<file path="config.mk">
export PLATFORM = sky130hd
export DESIGN_NAME = pwm_compare
export DESIGN_NICKNAME = d
export VERILOG_FILES = /design/src/rtl/pwm_pkg.sv /design/src/rtl/pwm_deadband.sv /design/src/rtl/pwm_compare.sv
export SDC_FILE = /design/constraint.sdc
export NUM_CORES = 1
export LEC_CHECK = 0
export CAP_MARGIN = 15
export CORE_MARGIN = 2
export CORE_UTILIZATION = 50
export CTS_BUF_LIST = sky130_fd_sc_hd__clkbuf_2
export CTS_CLUSTER_DIAMETER = 60
export DETAILED_ROUTE_END_ITERATION = 8
export GPL_ROUTABILITY_DRIVEN = 0
export GPL_TIMING_DRIVEN = 0
export PLACE_DENSITY = 0.81
export SYNTH_ARGS = -nofsm -noshare
export SYNTH_HDL_FRONTEND = slang
export SYNTH_HIERARCHICAL = 1
export SYNTH_SLANG_ARGS = --single-unit
</file>
<file path="constraint.sdc">
create_clock -name clk_i -period 7.6 [get_ports clk_i]
set_input_delay 0.76 -clock clk_i [delete_from_list [all_inputs] [get_ports clk_i]]
set_output_delay 0.76 -clock clk_i [all_outputs]
set_load 0.01 [all_outputs]
</file>
<file path="src/rtl/pwm_pkg.sv">
// Shared types and defaults for the PWM compare / dead-band slice.
package pwm_pkg;

    // Dead-band FSM states; value 3 is unused and recovers to S_DT.
    typedef enum logic [1:0] {
        S_LOW  = 2'd0,
        S_DT   = 2'd1,
        S_HIGH = 2'd2
    } pwm_state_t;

    // Default output polarity: 0 = active-high outputs.
    localparam logic PWM_POLARITY_DEF = 1'b0;

endpackage

</file>
<file path="src/rtl/pwm_deadband.sv">
// Complementary PWM generator with programmable dead band.
// Any change of the compare result passes through S_DT for dt_i+1 cycles,
// so the high-side and low-side outputs are never active together.
module pwm_deadband
    import pwm_pkg::*;
#(
    parameter int   DT_W     = 4,
    parameter logic POLARITY = PWM_POLARITY_DEF
) (
    input  logic            clk_i,
    input  logic            rst_ni,
    input  logic            raw_i,
    input  logic [DT_W-1:0] dt_i,
    output logic            pwm_o,
    output logic            pwm_n_o
);

    localparam logic [DT_W-1:0] DT_ONE = {{(DT_W-1){1'b0}}, 1'b1};

    pwm_state_t      state_q, state_d;
    logic            target_q, target_d;
    logic [DT_W-1:0] dt_cnt_q, dt_cnt_d;
    logic            pwm_q, pwm_n_q;

    // Next-state: a toggle of raw_i while in the band restarts the dead-time count.
    always_comb begin
        state_d  = state_q;
        target_d = target_q;
        dt_cnt_d = dt_cnt_q;
        case (state_q)
            S_LOW: begin
                if (raw_i) begin
                    state_d  = S_DT;
                    target_d = 1'b1;
                    dt_cnt_d = dt_i;
                end
            end
            S_HIGH: begin
                if (!raw_i) begin
                    state_d  = S_DT;
                    target_d = 1'b0;
                    dt_cnt_d = dt_i;
                end
            end
            S_DT: begin
                if (raw_i != target_q) begin
                    target_d = raw_i;
                    dt_cnt_d = dt_i;
                end else if (dt_cnt_q == '0) begin
                    state_d = target_q ? S_HIGH : S_LOW;
                end else begin
                    dt_cnt_d = dt_cnt_q - DT_ONE;
                end
            end
            default: begin
                state_d  = S_DT;
                target_d = 1'b0;
                dt_cnt_d = '0;
            end
        endcase
    end

    // State and registered outputs; outputs decode the state being entered so they track state_q.
    always_ff @(posedge clk_i or negedge rst_ni) begin
        if (!rst_ni) begin
            state_q  <= S_DT;
            target_q <= 1'b0;
            dt_cnt_q <= '0;
            pwm_q    <= POLARITY;
            pwm_n_q  <= POLARITY;
        end else begin
            state_q  <= state_d;
            target_q <= target_d;
            dt_cnt_q <= dt_cnt_d;
            pwm_q    <= (state_d == S_HIGH) ^ POLARITY;
            pwm_n_q  <= (state_d == S_LOW)  ^ POLARITY;
        end
    end

    assign pwm_o   = pwm_q;
    assign pwm_n_o = pwm_n_q;

endmodule

</file>
<file path="src/rtl/pwm_compare.sv">
// Counter-compare PWM with double-buffered duty and dead-band output stage.
// A new duty is parked in the shadow register and only promoted at a period
// boundary, so every period is generated from a single duty value.
module pwm_compare
    import pwm_pkg::*;
#(
    parameter int   WIDTH    = 8,
    parameter int   DT_W     = 4,
    parameter logic POLARITY = PWM_POLARITY_DEF
) (
    input  logic             clk_i,
    input  logic             rst_ni,
    input  logic [WIDTH-1:0] cnt_value_i,
    input  logic             duty_valid_i,
    input  logic [WIDTH-1:0] duty_i,
    output logic             duty_ready_o,
    input  logic [DT_W-1:0]  dt_i,
    output logic             pwm_o,
    output logic             pwm_n_o,
    output logic             wrap_o
);

    logic [WIDTH-1:0] prev_q;
    logic [WIDTH-1:0] active_q, active_d;
    logic [WIDTH-1:0] shadow_q, shadow_d;
    logic             pending_q, pending_d;
    logic             raw_q;
    logic             wrap_q;
    logic             boundary;
    logic             accept;

    // Edge into zero only: a counter parked at 0 yields one boundary, a preset to 0 yields one.
    assign boundary     = (cnt_value_i == '0) && (prev_q != '0);
    assign accept       = duty_valid_i && !pending_q;
    assign duty_ready_o = !pending_q;
    assign wrap_o       = wrap_q;

    // Double buffer: promote at a boundary, otherwise accept into the shadow when free.
    always_comb begin
        active_d  = active_q;
        shadow_d  = shadow_q;
        pending_d = pending_q;
        if (boundary && pending_q) begin
            active_d  = shadow_q;
            pending_d = 1'b0;
        end else if (accept) begin
            shadow_d  = duty_i;
            pending_d = 1'b1;
        end
    end

    // Registers; compare uses the freshly promoted duty so a new value applies from count 0.
    always_ff @(posedge clk_i or negedge rst_ni) begin
        if (!rst_ni) begin
            prev_q    <= '0;
            active_q  <= '0;
            shadow_q  <= '0;
            pending_q <= 1'b0;
            raw_q     <= 1'b0;
            wrap_q    <= 1'b0;
        end else begin
            prev_q    <= cnt_value_i;
            active_q  <= active_d;
            shadow_q  <= shadow_d;
            pending_q <= pending_d;
            raw_q     <= (cnt_value_i < active_d);
            wrap_q    <= boundary;
        end
    end

    pwm_deadband #(
        .DT_W     (DT_W),
        .POLARITY (POLARITY)
    ) u_deadband (
        .clk_i   (clk_i),
        .rst_ni  (rst_ni),
        .raw_i   (raw_q),
        .dt_i    (dt_i),
        .pwm_o   (pwm_o),
        .pwm_n_o (pwm_n_o)
    );

endmodule
</file>
== Word level (Yosys, flattened, before mapping) ==
Cells that the tools add are included.

* Add/sub/neg operators: 1
* Order comparisons: 1
* Equality and inequality tests: 8
* Mux-type cells: 18
* Bitwise gates (word level): 1
* Reduce and logical (&&, ||, !) cells: 13

{| class="wikitable"
|+ Operator list
! operator !! number
|-
| $mux 4 || 4
|-
| $pmux 4 s3 || 1
|-
| $mux 2 || 5
|-
| $logic_not 8->1 || 1
|-
| $lt 8x8->1 || 1
|-
| $mux 8 || 1
|-
| $reduce_bool 8->1 || 1
|-
| $pmux 2 s3 || 1
|-
| $reduce_and 3->1 || 2
|-
| $mux 1 || 5
|-
| $eq 2x2->1 const B || 2
|-
| $logic_not 2->1 || 2
|-
| $logic_not 4->1 || 1
|-
| $ne 2x2->1 const B || 2
|-
| $sub 4x1->4 const B || 1
|-
| $logic_and 1x1->1 || 3
|-
| $ne 3x2->1 const B || 1
|-
| $pmux 1 s3 || 1
|-
| $eq 2x1->1 const B || 1
|-
| $ne 2x1->1 const B || 1
|-
| $reduce_and 2->1 || 1
|-
| $reduce_bool 2->1 || 1
|-
| $logic_not 1->1 || 1
|-
| $ne 1x1->1 || 1
|-
| $not 1->1 || 1
|}

* Bits in registers: 36
* Input port bits: 23
* Output and inout bits: 4
* Logic and storage cells: 53

== Longest topological paths before layout ==
Gate-level depths: netlist (run 1).

* Depth after elaboration: 5
* Gate-level depth with buffers: 9
* Depth with buffers taken out: 8

== Modules after synthesis ==
The synthesis (run 1) kept the hierarchy.

{| class="wikitable"
|+ Modules (own cells, without submodules)
! module !! times used !! cells each !! area an instance (um2) !! seq. area each (um2)
|-
| pwm_compare || 1 || 81 || 1126.1 || 675.6
|-
| pwm_deadband || 1 || 67 || 649.4 || 226.5
|}

== Worst setup path before layout (run 1) ==
OpenSTA, ideal clock, no wires.

* Kind: in2reg
* From: input port cnt_value_i[0]
* To: register raw_q
* Library setup time: 0.099 ns
* Arrival: 3.136 ns
* Data required time: 7.501 ns
* Slack: 4.365 ns
* Stages on the path: 8
* Path buffers: 1
* Path through: or4_4 a2111o_1 buf_6 mux2i_1 ha_1 a2111oi_0 o2111ai_1 a311oi_1

* Word-level cells in the longest chain between the ends: 5

{| class="wikitable"
|+ RTL lines
! what !! RTL line !! RTL
|-
| from (decl) || pwm_compare.sv:13 || <nowiki>input logic [WIDTH-1:0] cnt_value_i,</nowiki>
|-
| $logic_not 8->1 || pwm_compare.sv:33 || <nowiki>assign boundary = (cnt_value_i == '0) && (prev_q != '0);</nowiki>
|-
| $logic_and 1x1->1 || pwm_compare.sv:33 ||
|-
| $logic_and 1x1->1 || pwm_compare.sv:43 || <nowiki>if (boundary && pending_q) begin</nowiki>
|-
| $mux 8 || pwm_compare.sv:43 ||
|-
| $lt 8x8->1 * || pwm_compare.sv:66 || <nowiki>raw_q <= (cnt_value_i < active_d);</nowiki>
|-
| to (signal assigned) || pwm_compare.sv:66 ||
|-
| to (decl) || pwm_compare.sv:27 || <nowiki>logic raw_q;</nowiki>
|}

Every way passes the cells marked *; elsewhere a longest branch is shown, timed or not.
A chain may end at the register's enable or synchronous reset.

== Worst setup path after layout (run 1) ==
* From: input port cnt_value_i[6]
* To: register raw_q

Same word-level chain as after synthesis.

==> flow_metrics.py, run 1 <==
metrics = {
    "run_status": {
        "status": "completed",
    },
    "route": {
        "via_count": 1255,
        "viasPerCell": 5.50,
        "finalWirelength_mm": 3.39,
        "first_pass_iters": 6,
        "wl_per_cell_um": 14.9,
        "first_iter_violations": 39,
        "drcViolationCount": 0,
        "drtAntennaViolNets": 0,
    },
    "critical_path": {
        "required_ns": 7.90,
        "cp_max_fo": 10,
        "path_buf_inv": 2,
        "r2r-start": "prev_q[7]",
        "worstSetupStartpointType": "input pin",
        "slowest_delay_ns": 0.58,
        "ff2ff_setup_slack_ns": 4.65,
        "crit_chain": "clkdlybuf4s50_1 > or4_4 > a2111o_1 > buf_6 > mux2i_1 > ha_1 > a2111oi_0 > o2111ai_1 > a311oi_1",
        "reg2reg_depth": 8,
        "r2r_end": "raw_q",
        "path_delay_family": "compound AO/OA/AOI/OAI gates",
        "crit_type": "in2reg",
        "critPathSlowestCell": "a2111oi_0",
        "end_kind": "flip-flop",
        "worstPathArrival_ns": 3.98,
    },
    "synthesis": {
        "synth_edf_count": 0,
        "netlist_area_mm2": 0.00178,
        "synth_area_per_cell_um2": 12.0,
        "async_flop_share_pct": 100,
        "yosysWarnings": 6,
        "synth_nets": 180,
        "synthFlopType": "dfrtp_1",
        "seq_area_frac_synth_pct": 50.8,
        "syn_inst": 148,
        "ys_seq_elements": 36,
        "synth.distinct_cells": 50,
    },
    "clocking": {
        "cts_tree": "yes",
        "clk_pin_slew_ns": 0.19,
        "cts_setup_buffers": 0,
        "hold_buffers": 0,
        "cts-htree-levels": 2,
        "post_cts_resize_count": 0,
        "cts_sinks": 36,
        "clk_path_buf_depth": 2,
        "numCtsBuffers": 5,
        "cts-root-buf": "clkbuf_2",
        "clock_latency_ns": 0.39,
    },
    "floorplanning": {
        "die_width_um": 63.6,
        "die_h_um": 63.6,
        "fp.coreArea_mm2": 0.00336,
        "pin_count": 27,
        "start_util_pct": 52.8,
        "num_rows": 21,
        "dieArea_mm2": 0.00404,
    },
    "grt": {
        "track_usage_pct": 19.2,
        "grt_pass1_vias": 1254,
        "grt_pass1_wl_mm": 5.92,
        "grt_overflow": 0,
        "antenna_found_initial": 0,
        "grt_max_degree": 37,
    },
    "layout": {
        "num_antenna_cells": 0,
        "fin_area_mm2": 0.00213,
        "final_nets": 213,
        "area_growth_pct": 19.8,
        "fillCellCount": 286,
        "fin_cells": 228,
        "drive_gt1_share_pct": 15.9,
    },
    "timing": {
        "slew_headroom_pct": 49.3,
        "slew_viol_final": 0,
        "finalCriticalPeriod_ns": 3.68,
        "fmax_mhz": 272,
        "skew_ns": 0.0275,
        "whs_ns": 0.412,
        "rsz0062_at_grt": "false",
        "worst_pin_slew_ns": 0.761,
        "setup_violations": 0,
        "fin_tns_setup_ns": 0,
        "hold_viol": 0,
        "fin_crit_sh_pct": 48.4,
    },
    "place": {
        "placed_cell_area_mm2": 0.00209,
        "place.port_buffers": 26,
        "dp.cells": 220,
        "dp_hpwl_mm": 2.55,
    },
    "power_and_ir_drop": {
        "leakagePower_nw": 0.994,
        "vdd_drop_max_v": 0.000159,
        "p_per_area_mw_per_mm2": 245,
    },
    "run": {
        "max_cap_violations": 0,
    },
    "worst_hold_path": {
        "hp-class": "in2async",
    },
}
[where the power goes]
group | switching, mW | total [mW] | internal (mW)
clock | 0.0607 | 0.0813 | 0.0206
sequential | 0.0281 | 0.253 | 0.225
combinational | 0.0881 | 0.187 | 0.0984
total | 0.177 | 0.521 | 0.344
[layout by cell type, fill, tap and decap left out, types with 2 or more instances in the layout]
master           instances
a21oi_1                  5
clkdlybuf4s50_1         25
o21a_1                   2
inv_1                   13
nand3_1                  3
nor4_1                   2
a22o_1                   2
or3_1                    2
o21ai_0                  6
dfrtp_1                 35
clkbuf_2                 5
nand2_1                  3
clkinv_2                 2
mux2i_1                  6
a31oi_1                  2
mux2_4                   2
clkbuf_1                 4
ha_1                     9
nor2b_1                  5
nor3_1                   3
or4bb_1                  2
o41ai_1                  2
mux2_2                   8
buf_6                    2
o2111ai_1                2
[flip-flops by register name, indices dropped and copies added (netlist names)]
signal and flops:
u_deadband/pwm_o 1, active_q 8, u_deadband/pwm_n_o 1, u_deadband/state_q 2
u_deadband/target_q 1, u_deadband/dt_cnt_q 4, shadow_q 8, raw_q 1
pending_q 1, prev_q 8, wrap_o 1
[cell usage after synthesis (2+ instances only)]
master,count,share of area (%)
clkbuf_1,4,0.85
o21a_1,2,0.85
o2111ai_1,2,0.99
nor4_1,2,0.70
nor2b_1,5,1.8
or3_1,2,0.70
nor3_1,3,0.85
mux2_4,2,1.7
dfrtp_1,35,49
mux2_2,8,5.1
nand2_1,3,0.63
o41ai_1,2,0.99
ha_1,9,6.3
a31oi_1,2,0.70
o21ai_0,6,1.7
or4bb_1,2,1.3
a22o_1,2,0.99
a21oi_1,5,1.4
mux2i_1,6,3.4
buf_6,2,1.3
inv_1,13,2.7
nand3_1,3,0.85
[worst max path at each step]
stage                         from  endpoint  slack, ns  cells after the start
floorplan           cnt_value_i[0]     raw_q       4.36                      8
global placement    cnt_value_i[0]     raw_q       3.64                      9
detailed placement  cnt_value_i[0]     raw_q       3.47                      9
CTS                 cnt_value_i[0]     raw_q       3.89                      9
global route        cnt_value_i[6]     raw_q       3.75                      9
finish              cnt_value_i[6]     raw_q       3.92                      9
[layer usage]
layer | track usage, % | vias up | part of all wire, %
li1 | - | 610 | -
met1 | 24.3 | 602 | 46
met2 | 30.9 | 34 | 47
met3 | 5.89 | 9 | 4.7
met4 | 7.07 | 0 | 1.8
met5 | 0 | - | 0
[cell families after synthesis]
group / Yosys count / share of synthesized area (%)
xor gates and xnor gates: 2 / 0.987
adders and majority gates: 10 / 6.91
AOI/OAI and AO/OA: 30 / 12.8
muxes: 17 / 10.8
DFF: 36 / 50.8
and+or+nand+nor: 33 / 12.6
buffers and inverters: 20 / 5.07
[area by class of cell]
class	instances	area (um2)	share of cell area, %
inverters	14	52.6	2.47
multi-input cells	92	783	36.8
clock buffers	5	25.0	1.18
plain buffers	6	37.5	1.76
well taps	46	57.6	2.71
clock inverters	3	13.8	0.647
repair buffers	26	255	12.0
flip-flops and latches	36	902	42.4
[per-stage QoR]
step	total power [mW]	utilization (%)	setup WS, ns
floorplan	0.383	-	4.36
global placement	0.428	62.2	3.64
detailed placement	0.440	62.1	3.47
CTS	0.522	63.2	3.89
global route	0.558	63.2	3.75
finish	0.521	63.2	3.92
Note: power is estimated with default switching activity, not from simulation.
==> run 2: changes to the inputs <==
==> constraint.sdc (replaced) <==
create_clock -name clk_i -period 3.6 [get_ports clk_i]
set_input_delay 0.36 -clock clk_i [delete_from_list [all_inputs] [get_ports clk_i]]
set_output_delay 0.36 -clock clk_i [all_outputs]
set_load 0.01 [all_outputs]
==> results of run 2 <==
Same layout as run 1 (identical final DEF). Status: completed.
Among the figures that moved: setup slack after placement 3.47 ns -> -0.129 ns; setup slack after layout 3.92 ns -> 0.318 ns; hold slack 0.412 ns -> 0.0121 ns; register-to-register setup slack 4.65 ns -> 0.65 ns; total power 0.521 mW -> 1.10 mW; worst IR drop on VDD 0.000159 V -> 0.000336 V
==> run 3: changes to the inputs <==
--- a/config.mk
+++ b/config.mk
@@ -16,5 +16,4 @@
 export PLACE_DENSITY = 0.81
 export SYNTH_ARGS = -nofsm -noshare
 export SYNTH_HDL_FRONTEND = slang
-export SYNTH_HIERARCHICAL = 1
 export SYNTH_SLANG_ARGS = --single-unit
==> flow_metrics.py, run 3 <==
metrics = {
    "layout": {
        "drive_gt1_share_pct": 14.9,
        "final_common_cell": "dfrtp_1",
        "fillCellCount": 274,
        "reg_top3": "active_q: 8 flops, prev_q: 8 flops, shadow_q: 8 flops",
        "fin_cells": 214,
        "area_growth_pct": 22.2,
        "num_antenna_cells": 0,
        "layout_common_cells": "35 x dfrtp_1, 25 x clkdlybuf4s50_1, 9 x mux2i_1",
        "final_nets": 198,
    },
    "floorplanning": {
        "dieArea_mm2": 0.00390,
        "start_util_pct": 51.7,
        "die_h_um": 62.5,
        "die_width_um": 62.5,
        "pin_count": 27,
        "fp.coreArea_mm2": 0.00331,
        "num_rows": 21,
    },
    "route": {
        "viasPerCell": 5.38,
        "drcViolationCount": 0,
        "drtAntennaViolNets": 0,
        "wl_per_cell_um": 13.7,
        "first_iter_violations": 73,
        "finalWirelength_mm": 2.94,
        "first_pass_iters": 4,
        "via_count": 1152,
    },
    "clocking": {
        "hold_buffers": 0,
        "cts-root-buf": "clkbuf_2",
        "clk_path_buf_depth": 2,
        "numCtsBuffers": 5,
        "post_cts_resize_count": 0,
        "cts_tree": "yes",
        "clock_latency_ns": 0.37,
        "cts_setup_buffers": 0,
        "clk_pin_slew_ns": 0.18,
        "cts-htree-levels": 2,
        "cts_sinks": 36,
    },
    "place": {
        "dpl_worst_slack_ns": 0.311,
        "dp.cells": 206,
        "dp_hpwl_mm": 2.32,
        "place.port_buffers": 26,
    },
    "grt": {
        "grt_overflow": 0,
        "track_usage_pct": 17.3,
        "antenna_found_initial": 0,
        "grt_pass1_vias": 1171,
        "grt_max_degree": 37,
        "grt_pass1_wl_mm": 5.29,
    },
    "synthesis": {
        "synth_edf_count": 0,
        "syn_inst": 134,
        "synth_area_per_cell_um2": 12.8,
        "async_flop_share_pct": 100,
        "synthFlopType": "dfrtp_1",
        "netlist_area_mm2": 0.00171,
        "ys_seq_elements": 36,
        "yosysTopAreaCellShare_pct": 51.2,
        "yosysWarnings": 0,
        "synth_nets": 165,
        "yosysMostFrequentCell": "dfrtp_1",
        "seq_area_frac_synth_pct": 52.7,
        "synth.distinct_cells": 40,
        "synth_area_leader_cell": "dfrtp_1",
        "netlist_top_cells_count": "35 x dfrtp_1, 9 x mux2i_1, 8 x ha_1, 8 x mux2_1, 8 x mux2_2",
        "synthTopCellsByArea": "dfrtp_1 51%, ha_1 5.9%, mux2i_1 5.3%",
    },
    "critical_path": {
        "reg2reg_depth": 10,
        "r2r_end": "raw_q",
        "cp_max_fo": 10,
        "ff2ff_setup_slack_ns": 0.90,
        "worstSetupStartpointType": "input pin",
        "crit_type": "in2reg",
        "crit_start": "cnt_value_i[0]",
        "r2r-start": "prev_q[5]",
        "required_ns": 3.89,
        "worstPathArrival_ns": 3.16,
        "end_kind": "flip-flop",
    },
    "timing": {
        "fmax_mhz": 348,
        "hold_viol": 0,
        "setup_violations": 0,
        "worst_pin_slew_ns": 0.745,
        "slew_viol_final": 0,
        "skew_ns": 0.0104,
        "finalCriticalPeriod_ns": 2.88,
        "rsz0062_at_grt": "false",
        "slew_headroom_pct": 50.4,
        "fin_crit_sh_pct": 79.9,
        "fin_ws_ns": 0.723,
        "fin_tns_setup_ns": 0,
        "whs_ns": 0.0281,
    },
    "worst_hold_path": {
        "hp-class": "in2async",
    },
    "power_and_ir_drop": {
        "vdd_drop_max_v": 0.000326,
        "power_mw": 1.09,
        "p_per_area_mw_per_mm2": 520,
        "leakagePower_nw": 0.986,
    },
    "run_status": {
        "status": "completed",
    },
    "run": {
        "max_cap_violations": 0,
    },
}
run 3: cell types whose count changed in the layout (fill, tap and decap cells not counted), moves of 3 or more:
cell / delta
mux2_1: +7
nor2_1: +4
inv_1: -7
mux2i_1: +3
o21ai_0: -3
run 3: cell families after synthesis:
logic type / after synthesis / share of synthesized area [%]
DFF: 36 / 52.7
buffers and inverters: 9 / 2.41
adders and majority gates: 8 / 5.85
and+or+nand+nor: 30 / 10.6
AOI/OAI and AO/OA: 21 / 9.29
muxes: 27 / 17.6
xor gates and xnor gates: 3 / 1.54
run 3: metrics by stage:
stage | utilization, % | instance area (um2)
after floorplan | - | 1710
after global placement | 61.3 | 2030
after detailed placement | 61.1 | 2020
after CTS | 63.2 | 2090
after global routing | 63.2 | 2090
final | 63.2 | 2090
run 3: report_power, final:
group | switching [mW] | internal, mW | total (mW)
combinational | 0.154 | 0.163 | 0.317
clock | 0.127 | 0.116 | 0.244
sequential | 0.0509 | 0.475 | 0.526
total | 0.332 | 0.754 | 1.09
run 3: metal layers:
metal	share of wire [%]	up-vias	global-route usage [%]
met4	1.3	0	8.33
met2	53	35	30.6
met5	0	-	0
li1	-	553	-
met3	4.8	5	3.96
met1	41	559	19.7
run 3: worst max-delay path by stage:
stage	cells past startpoint	slack, ns	endpoint
global route	11	0.56	raw_q
floorplan	10	1.06	raw_q
finish	11	0.72	raw_q
detailed placement	11	0.31	raw_q
global placement	11	0.35	raw_q
CTS	11	0.71	raw_q
run 3: final cells by class:
| cell class | count | area [um2] | share of cell area, % |
|---|---|---|---|
| well taps | 46 | 57.6 | 2.75 |
| inverters | 6 | 22.5 | 1.08 |
| clock buffers | 5 | 25.0 | 1.20 |
| plain buffers | 3 | 18.8 | 0.898 |
| clock inverters | 3 | 42.5 | 2.03 |
| repair buffers | 26 | 255 | 12.2 |
| flip-flops and latches | 36 | 902 | 43.1 |
| multi-input cells | 89 | 767 | 36.7 |
run 3: worst max-delay path, cell delays in order:
cell and delay [ns]:
clkdlybuf4s50_1 0.46, or4_4 0.57, a211oi_4 0.32, nand2_4 0.14, buf_6 0.18, mux2i_1 0.16, ha_1 0.25, o21a_1 0.16
o21ai_0 0.20, o22ai_1 0.11, a211oi_1 0.25
==> variant 1, RTL diff (flow settings as in run 2) <==
`DT_W` is set to 4 in 2 places; all go to 6.
--- a/src/rtl/pwm_deadband.sv
+++ b/src/rtl/pwm_deadband.sv
@@ -4,7 +4,7 @@
 module pwm_deadband
     import pwm_pkg::*;
 #(
-    parameter int   DT_W     = 4,
+    parameter int   DT_W     = 6,
     parameter logic POLARITY = PWM_POLARITY_DEF
 ) (
     input  logic            clk_i,
--- a/src/rtl/pwm_compare.sv
+++ b/src/rtl/pwm_compare.sv
@@ -5,7 +5,7 @@
     import pwm_pkg::*;
 #(
     parameter int   WIDTH    = 8,
-    parameter int   DT_W     = 4,
+    parameter int   DT_W     = 6,
     parameter logic POLARITY = PWM_POLARITY_DEF
 ) (
     input  logic             clk_i,
Interface: changed (resized dt_i); port bits go from 27 to 29. The function was not compared with the original's and may differ.
==> variant 1 against run 2 <==
  * Area after synthesis up 3.5%
  * Largest cell class unchanged
  * Design area up 5.2%
  * Total power up 6.8%
  * Via count up 8.4%
  * Global-route usage up 0.84 points
  * Critical path depth unchanged
  * Setup slack better by 0.13 ns
  * Combinational power down 9.6%
  * Sequential cell count up 2
  * Worst hold slack worse by 0.0052 ns
  * Count of clock-buffer cells in the layout up 2
  * Final cell count up 8.8%
  * Routed wire length up 7.4%
  * Largest power group unchanged
==> variant 1: results (changes against run 2) <==
status finished clean; Fmax 317.4 MHz (+4.2%); final hold slack 0.006893 ns (-0.005210 ns); worst-skew pair later-pin latency 0.41 ns (+0.02 ns); RR Startpoint prev_q[1]; # nets final 232 (+8.9%); HPWL Detailed 2670 µm (+4.6%); largest cells by area after synthesis dfrtp_1 50%, ha_1 5.4%, mux2_2 4.9%; Seq. cell area 952.2 µm² (+5.5%); Critical Path Start cnt_value_i[0]; nonclk buf count 37 (+16%); CP peak stage delay 0.55 ns (-0.03 ns); Tap Count 48 (+4.3%); top cells by count, synth 37 x dfrtp_1, 18 x inv_1, 8 x a21oi_1, 8 x ha_1, 8 x mux2_2; comb_multi_in 98 (+6.5%); layout cell share with drive strength beyond 1 13.50% (-2.4 points); IO buf count 28 (+7.7%); crit path DAT 3.48 ns (-0.10 ns); multi-input logic area 759.5 µm² (-3.0%); synth unique cells 48 (-4.0%); length of the first detailed-routing pass in iterations 4 (-2); R2R setup slack 0.68 ns (+0.03 ns); peak supply drop 0.2897 mV (-14%); Worst path slowest cell or4_4; Non-clk invs 19 (+5); placed instance area 2173 µm² (+4.1%); WL final 3642 µm (+7.4%); P_leak 0.001070 µW (+7.7%); setup slack at placement 0.03773 ns (+0.1665 ns); clock buf count 7 (+2); Mapped Nets 197 (+9.4%); NonClk Buf Share 14.76% (+0.99 points); clk sinks 38 (+5.6%); DRT iter0 DRCs 92 (+140%); sequential share of cell area 42.54% (+0.13 points)
==> variant 1: cell types whose count changed after synthesis, sizes merged, moves of 3 or more <==
| cell | change |
|---|---|
| inv | +5 |
| buf | +4 |
| nor2 | +4 |
| a21oi | +3 |
| a22oi | +3 |
| o31ai | +3 |
==> variant 1: power breakdown <==
| group | internal, µW | switching [µW] |
|---|---|---|
| Sequential | 501 | 56.7 |
| Combinational | 173 | 183 |
| Clock | 124 | 137 |
==> variant 1: logic make-up (layout without fill, tap and decap cells) <==
group / Yosys count / in the layout / share of synthesized area [%]
mux: 16 / 16 / 9.598
flops: 38 / 38 / 51.80
compound gates: 37 / 37 / 13.89
fa+ha+maj: 9 / 9 / 5.991
xor+xnor: 3 / 3 / 1.430
simple gates: 33 / 33 / 10.42
buf+inv: 28 / 64 / 6.875
==> variant 1: layer usage <==
layer	routed length, µm	track usage [%]	vias up
met2	1855	34.38	33
li1	-	-	656
met1	1566	24.34	664
met4	86	9.574	0
met3	134	3.646	7
met5	0	0	-
==> variant 2, RTL diff (config.mk and constraints of run 2) <==
Made on the original files. Reset style: synchronous (`rst_ni`), changed in 2 clocked blocks.
--- a/src/rtl/pwm_deadband.sv
+++ b/src/rtl/pwm_deadband.sv
@@ -61,7 +61,7 @@
     end
 
     // State and registered outputs; outputs decode the state being entered so they track state_q.
-    always_ff @(posedge clk_i or negedge rst_ni) begin
+    always_ff @(posedge clk_i) begin
         if (!rst_ni) begin
             state_q  <= S_DT;
             target_q <= 1'b0;
--- a/src/rtl/pwm_compare.sv
+++ b/src/rtl/pwm_compare.sv
@@ -50,7 +50,7 @@
     end
 
     // Registers; compare uses the freshly promoted duty so a new value applies from count 0.
-    always_ff @(posedge clk_i or negedge rst_ni) begin
+    always_ff @(posedge clk_i) begin
         if (!rst_ni) begin
             prev_q    <= '0;
             active_q  <= '0;
Behaviour: differs if rst_ni is asserted again (counterexample within 4 cycles, from zero or initial values and one cycle with rst_ni low); with rst_ni held inactive, the same outputs for 10 cycles.
==> variant 2 against run 2 <==
  * Area after synthesis shrank 4.5%
  * Global-route usage is 0.66 points lower
  * Sequential cell count stayed put
  * Largest cell class is now multi-input combinational cells
  * Setup slack better by 0.40 ns
  * Sequential power down 13%
  * Total power decreased by 5.3%
  * Routed wire length decreased by 4.2%
  * Critical path type unchanged
  * Design area fell by 2.2%
==> variant 2: results (changes against run 2) <==
status finished clean; Avg Inst Size Synth 10.28 µm² (-14%); largest net degree at the start of global routing 13 (-65%); DP Cell Count 237 (+7.7%); period utilization 80.14% (-11 points); length of the first detailed-routing pass in iterations 4 (-2); worst hold path class flop to flop; largest cells by area after synthesis dfxtp_1 43%, nor2b_1 8.1%, ha_1 6.6%; DRT iter0 DRCs 77 (+97%); CP max FO 8 (-2); first-pass GRT wire length 5671 µm (-4.2%); M3 GR Usage 5.978% (+0.085 points); asr flop ratio synth 0% (-100 points); # nets final 230 (+8.0%); R2R setup slack 1.05 ns (+0.40 ns); DR WL met2 1692 µm (+5.1%); vias in the first global route 1,342 (+7.0%); vias per std cell 5.233 (-4.9%); met2 usage 33.56% (+2.6 points); sequential area share after synthesis 42.51% (-8.3 points); Mapped Nets 197 (+9.4%); layout cell share with drive strength beyond 1 11.06% (-4.9 points); peak supply drop 0.2452 mV (-27%); synth unique cells 41 (-18%); GRT met1 Usage 19.17% (-5.1 points); setup slack at placement 0.3758 ns (+0.5046 ns); crit path DAT 3.20 ns (-0.38 ns); critical path capture point raw_q; top cells by count, synth 36 x dfxtp_1, 22 x nor2b_1, 10 x mux2i_1, 9 x and2_1, 9 x ha_1; placed instance area 2013 µm² (-3.6%); worst-margin pin slew 0.6025 ns (-0.1585 ns); Total Routing Usage GR 18.52% (-0.66 points)
-- variant 2: cell count changes after synthesis, sizes merged, moves of 3 or more --
cell	change
nor2b	+17
mux2i	+11
dfrtp	-35
nand2b	+3
and2	+10
o211ai	+3
mux2	-10
inv	-9
o21ai	-3
dfxtp	+36
-- variant 2: kinds of logic after synthesis --
group	after synthesis	share of synthesized area [%]
compound gates	27	11.44
buf+inv	12	3.247
fa+ha+maj	9	6.642
mux	18	12.25
xor+xnor	3	1.993
simple gates	60	21.92
flops	36	42.51
-- variant 2: cell type report --
cell class                 instances  area (µm²)
buffer                             7       36.28
clock buffer                       5       25.02
clock inverter                     3       42.54
fill                             261        1204
inverter                           5       18.77
multi-input combinational        117       919.6
sequential                        36       720.7
tap                               46       57.56
timing repair buffer              26       260.3
-- variant 2: power by group --
part	total (µW)	switching (µW)	leakage, µW	internal [µW]
logic	318	148	0.000441	170
registers	467	28.2	0.000296	439
clock network	256	140	0.0000390	116
